===== src/rtl/bidir_bus_pkg.sv =====
// ----------------------------------------------------------------------------
// bidir_bus_pkg : shared state encoding and bus width for bidir_bus_ctrl
// Revision 1.0
// ----------------------------------------------------------------------------
`default_nettype none

package bidir_bus_pkg;

   localparam int BUS_W = 8;

   typedef enum logic [1:0] {
      IDLE = 2'd0,
      TX   = 2'd1,
      TURN = 2'd2,
      RX   = 2'd3
   } state_t;

endpackage

`default_nettype wire


===== src/rtl/bidir_tx_fifo.sv =====
// ----------------------------------------------------------------------------
// bidir_tx_fifo : power-of-two byte FIFO with show-ahead head output
// Revision 1.0
// ----------------------------------------------------------------------------
`default_nettype none

module bidir_tx_fifo
   import bidir_bus_pkg::*;
#(
   parameter int DEPTH = 4,
   parameter int AW    = $clog2(DEPTH),
   parameter int CW    = $clog2(DEPTH) + 1
) (
   input  logic             clk,
   input  logic             rst_n,
   input  logic             push,
   input  logic [BUS_W-1:0] push_data,
   input  logic             pop,
   output logic [BUS_W-1:0] pop_data,
   output logic             full,
   output logic             empty,
   output logic [CW-1:0]    count
);

   logic [BUS_W-1:0] mem [DEPTH];
   logic [AW-1:0]    wr_ptr;
   logic [AW-1:0]    rd_ptr;
   logic             do_push;
   logic             do_pop;

   assign full     = (count == CW'(DEPTH));
   assign empty    = (count == '0);
   assign do_push  = push & ~full;
   assign do_pop   = pop & ~empty;
   assign pop_data = mem[rd_ptr];

   // Pointers wrap naturally because DEPTH is a power of two.
   always_ff @(posedge clk or negedge rst_n) begin
      if (!rst_n) begin
         wr_ptr <= '0;
         rd_ptr <= '0;
         count  <= '0;
      end else begin
         if (do_push) wr_ptr <= wr_ptr + AW'(1);
         if (do_pop)  rd_ptr <= rd_ptr + AW'(1);
         case ({do_push, do_pop})
            2'b10:   count <= count + CW'(1);
            2'b01:   count <= count - CW'(1);
            default: count <= count;
         endcase
      end
   end

   always_ff @(posedge clk) begin
      if (do_push) mem[wr_ptr] <= push_data;
   end

endmodule

`default_nettype wire


===== src/rtl/bidir_bus_ctrl.sv =====
// ----------------------------------------------------------------------------
// bidir_bus_ctrl : half-duplex bus controller, TX FIFO plus IDLE/TX/TURN/RX FSM
// Revision 1.0
// ----------------------------------------------------------------------------
`default_nettype none

module bidir_bus_ctrl
   import bidir_bus_pkg::*;
#(
   parameter int DEPTH    = 4,
   parameter int TURN_CYC = 1
) (
   input  logic             clk,
   input  logic             rst_n,
   input  logic             tx_valid,
   input  logic [BUS_W-1:0] tx_data,
   output logic             tx_ready,
   input  logic             rx_req,
   output logic             rx_valid,
   output logic [BUS_W-1:0] rx_data,
   output logic             send,
   output logic [BUS_W-1:0] send_data,
   output logic             rcv,
   input  logic [BUS_W-1:0] received_data,
   output logic             busy
);

   localparam int         CW        = $clog2(DEPTH) + 1;
   localparam logic [2:0] TURN_LAST = 3'(TURN_CYC - 1);

   state_t           state;
   logic             rx_pend;
   logic [2:0]       turn_cnt;
   logic             fifo_full;
   logic             fifo_empty;
   logic [CW-1:0]    fifo_count;
   logic [BUS_W-1:0] fifo_head;
   logic             push;
   logic             pop;

   assign tx_ready = ~fifo_full;
   assign push     = tx_valid & tx_ready;
   assign pop      = ((state == IDLE) || (state == TX)) && !fifo_empty;
   assign busy     = (state != IDLE) || (fifo_count != '0) || rx_pend;

   bidir_tx_fifo #(
      .DEPTH (DEPTH)
   ) u_fifo (
      .clk       (clk),
      .rst_n     (rst_n),
      .push      (push),
      .push_data (tx_data),
      .pop       (pop),
      .pop_data  (fifo_head),
      .full      (fifo_full),
      .empty     (fifo_empty),
      .count     (fifo_count)
   );

   always_ff @(posedge clk or negedge rst_n) begin
      if (!rst_n) begin
         state     <= IDLE;
         rx_pend   <= 1'b0;
         turn_cnt  <= 3'd0;
         send      <= 1'b0;
         send_data <= '0;
         rcv       <= 1'b0;
         rx_valid  <= 1'b0;
         rx_data   <= '0;
      end else begin
         rx_valid <= 1'b0;
         if (rx_req) rx_pend <= 1'b1;

         case (state)
            IDLE: begin
               if (!fifo_empty) begin
                  state     <= TX;
                  send      <= 1'b1;
                  send_data <= fifo_head;
               end else if (rx_pend) begin
                  // A request landing on the entry edge stays pending for the next round.
                  state   <= RX;
                  rcv     <= 1'b1;
                  rx_pend <= rx_req;
               end
            end
            TX: begin
               if (!fifo_empty) begin
                  send_data <= fifo_head;
               end else begin
                  state     <= TURN;
                  send      <= 1'b0;
                  send_data <= '0;
                  turn_cnt  <= 3'd0;
               end
            end
            TURN: begin
               if (turn_cnt == TURN_LAST) begin
                  state    <= IDLE;
                  turn_cnt <= 3'd0;
               end else begin
                  turn_cnt <= turn_cnt + 3'd1;
               end
            end
            RX: begin
               state    <= TURN;
               rcv      <= 1'b0;
               rx_data  <= received_data;
               rx_valid <= 1'b1;
               turn_cnt <= 3'd0;
            end
            default: state <= IDLE;
         endcase
      end
   end

endmodule

`default_nettype wire


===== config.mk =====
export PLATFORM = sky130hd
export DESIGN_NAME = bidir_bus_ctrl
export DESIGN_NICKNAME = d
export VERILOG_FILES = /design/src/rtl/bidir_bus_pkg.sv /design/src/rtl/bidir_tx_fifo.sv /design/src/rtl/bidir_bus_ctrl.sv
export SDC_FILE = /design/constraint.sdc
export NUM_CORES = 1
export LEC_CHECK = 0
export ABC_CLOCK_PERIOD_IN_PS = 2300
export CORE_ASPECT_RATIO = 0.7
export CORE_UTILIZATION = 50
export CTS_CLUSTER_DIAMETER = 40
export CTS_CLUSTER_SIZE = 20
export DETAILED_ROUTE_END_ITERATION = 16
export GPL_ROUTABILITY_DRIVEN = 0
export MAX_ROUTING_LAYER = met4
export PLACE_DENSITY = 0.8
export SLEW_MARGIN = 20
export SYNTH_ARGS = -nofsm -noshare
export SYNTH_HDL_FRONTEND = slang
export SYNTH_SLANG_ARGS = --single-unit
export TNS_END_PERCENT = 30

===== constraint.sdc =====
create_clock -name clk -period 2.3 [get_ports clk]
set_clock_uncertainty 0.05 [all_clocks]
set_input_delay 0.575 -clock clk [delete_from_list [all_inputs] [get_ports clk]]
set_output_delay 0.575 -clock clk [all_outputs]
set_load 0.02 [all_outputs]

==> impl_metrics.ini <==
[route]
drt_pass1_iterations = 4
dr.max_layer_used = met4
drt-total-wl_mm = 4.87
wl_met2_mm = 2.58
wl_met1_mm = 2.01
wl_per_cell_um = 17.0
met3WireLength_um = 207
vias = 1485
postRouteAntennaNets = 0
drtIter0Drc = 89
drc = 0
viasPerCell = 5.17

[worst_hold_path]
hp-class = reg -> reg
min_path_cells = 1

[synth]
synth-warning-count = 0
synthCells = 156
netlist_area_um2 = 2600
synth_nets = 184
synth_top_area_share_pct = 36.9
synth_edf_count = 32
yosys-top-cells-area = edfxtp_1 (37%), dfrtp_1 (31%), mux4_2 (6.9%)
ys_ff_latch = 64
synth_ff_type = edfxtp_1
yosys.area.top_type = edfxtp_1
syn_avg_cell_area_um2 = 16.7
ys_types = 38
async_flop_share_pct = 50.0
seq_area_frac_synth_pct = 67.7

[global_routing]
grt_usage_pct = 20.9
antenna_found_initial = 0
grt_pass1_wl_mm = 7.95
gr-total-overflow = 0
grt_max_degree = 33
grt_pass1_vias = 1656

[timing]
drv_slew = 0
slew_headroom_pct = 59.5
tightest_slew_ps = 608
fin_crit_ps = 2410
grt_setup_unrepaired = true
max_freq_ghz = 0.415
setup_slack_ps = -111
final-setup-viol-count = 1
hold_viol = 0
post-route-period-util_pct = 105

[cells_and_area]
layout_commonest_cell = clkdlybuf4s50_1
final_layout_size_suffix_gt1_share_pct = 23.4
finalNetCount = 241
fin_area_um2 = 3330
n_antenna_cell = 0
area_growth_pct = 27.7
layout_common_cells = clkdlybuf4s50_1 (38), dfrtp_1 (32), edfxtp_1 (32)
fillerInstances = 345

[clock_tree]
clock-sinks = 64
cts_root_buf = clkbuf_8
cts-htree-levels = 3
insertion_delay_ps = 330
cts_tree = done
postCtsSetupBuffers = 0
path_clk_slew_ps = 60
cts_inserted_buffers = 9
clk_path_buf_depth = 2

[pwr]
ir_drop_mv = 0.584
power_density_nw_per_um2 = 1370
leakage_uw = 0.00133

[place]
placed_cell_area_um2 = 3140
post-place-ws_ps = -159
dp_hpwl_mm = 3.47
io_buffers = 40

[worst_setup_path]
rr_startpoint = u_fifo.count[1]$_DFFE_PN0P_
arrival_ps = 1790
ff2ff_setup_slack_ps = 10
crit_path_max_fanout = 2
cp-end-kind = output pin
startpoint_type = flip-flop
r2r-end = u_fifo.count[2]$_DFFE_PN0P_
worst_r2r_path_depth = 10
path_class = reg -> out
cp-endpoint = busy
setup.worst_path.start = u_fifo.count[1]$_DFFE_PN0P_
required_ps = 1670

[floorplanning]
io-pin-count = 41
initial_core_util_pct = 53.3
die_area_um2 = 5500
die_h_um = 62.4
core_um2 = 4890
row_count = 21
die_x_um = 88.3

[flow_run]
maxCapViolCount = 0

[outcome]
outcome = complete, but fails checks
violations = setup timing
==> final cells by class <==
cell class / count / area, µm² / share of cell area (%)
well taps: 69 / 86.3 / 2.60
flip-flops and latches: 64 / 1760 / 53.0
clock buffers: 13 / 159 / 4.78
multi-input cells: 78 / 785 / 23.6
clock inverters: 3 / 17.5 / 0.527
repair buffers: 51 / 483 / 14.5
inverters: 9 / 33.8 / 1.02
==> registers in the layout, indices dropped and copies added (netlist names) <==
signal and flops:
u_fifo.mem 32, turn_cnt 3, rx_data 8, u_fifo.wr_ptr 2, u_fifo.rd_ptr 2, state 2, send 1, rcv 1
rx_valid 1, u_fifo.count 3, send_data 8, rx_pend 1
==> power breakdown <==
| part | switching [µW] | internal (µW) | leakage [µW] |
|---|---|---|---|
| sequential | 241 | 1590 | 0.000679 |
| combinational | 906 | 979 | 0.000565 |
| clock | 391 | 447 | 0.0000894 |
==> routing by layer <==
layer  track usage (%)  vias to the layer above
met5                 -                        -
met4              8.27                        0
met3              6.87                        8
met2              33.5                       34
met1              24.4                      752
li1                  -                      691
==> worst min path at each step <==
| stage | startpoint | to | slack (ps) |
|---|---|---|---|
| after floorplan | rst_n | rcv$_DFFE_PN0P_ | 230 |
| after global placement | rx_data[5]$_DFFE_PN0P_ | rx_data[5]$_DFFE_PN0P_ | 440 |
| after detailed placement | rx_data[4]$_DFFE_PN0P_ | rx_data[4]$_DFFE_PN0P_ | 450 |
| after CTS | rx_data[4]$_DFFE_PN0P_ | rx_data[4]$_DFFE_PN0P_ | 460 |
| after global routing | rx_data[4]$_DFFE_PN0P_ | rx_data[4]$_DFFE_PN0P_ | 470 |
| final | send_data[2]$_DFFE_PN0P_ | send_data[2]$_DFFE_PN0P_ | 460 |
==> metrics by stage <==
| stage | hold slack, ps | setup TNS, ps | std cells | total power (µW) | utilization [%] |
|---|---|---|---|---|---|
| final | 457 | -111 | 287 | 4560 | 68.0 |
| after global routing | 468 | -233 | 287 | 4820 | 68.0 |
| after CTS | 461 | -170 | 287 | 4580 | 67.9 |
| after detailed placement | 446 | -251 | 271 | 3740 | 64.3 |
| after global placement | 438 | -135 | 271 | 3600 | 64.3 |
| after floorplan | 229 | 0 | 156 | 2980 | - |
==> kinds of logic (layout without fill, tap and decap cells) <==
group | Yosys count | after routing | synth area share (%)
flip-flops | 64 | 64 | 67.7
AND/OR/NAND/NOR | 24 | 24 | 5.57
AO/OA/AOI/OAI | 22 | 22 | 6.78
multiplexers | 18 | 18 | 11.3
buffers and inverters | 14 | 76 | 2.50
adder cells (fa/ha/maj) | 8 | 8 | 4.13
XOR/XNOR | 6 | 6 | 2.02
==> critical path: stages (launching register included) <==
cell and delay [ps]:
dfrtp_1 370, or3_4 380, or3_4 340, or2_1 230
buf_6 140
==> synth_stat cells, types with 2 or more instances <==
cell and count:
mux2_2 8, xor2_1 4, buf_2 2, nor2b_1 4, edfxtp_1 32, o2bb2ai_1 3
xnor2_1 2, ha_1 7, inv_1 9, nor2_1 4, nand2b_1 2, nand2_1 3
and3_1 4, o21ai_0 2, dfrtp_1 32, a21oi_1 2, mux4_2 8, a22o_1 8
==> repair_timing <==
item / CTS / global route
hold buffers: 0 / 0
resized for setup: 6 / 3
endpoints found under the hold margin: 0 / 0
setup endpoints to repair: 3 / 2
No activity file was read; power rests on OpenSTA's default activity.
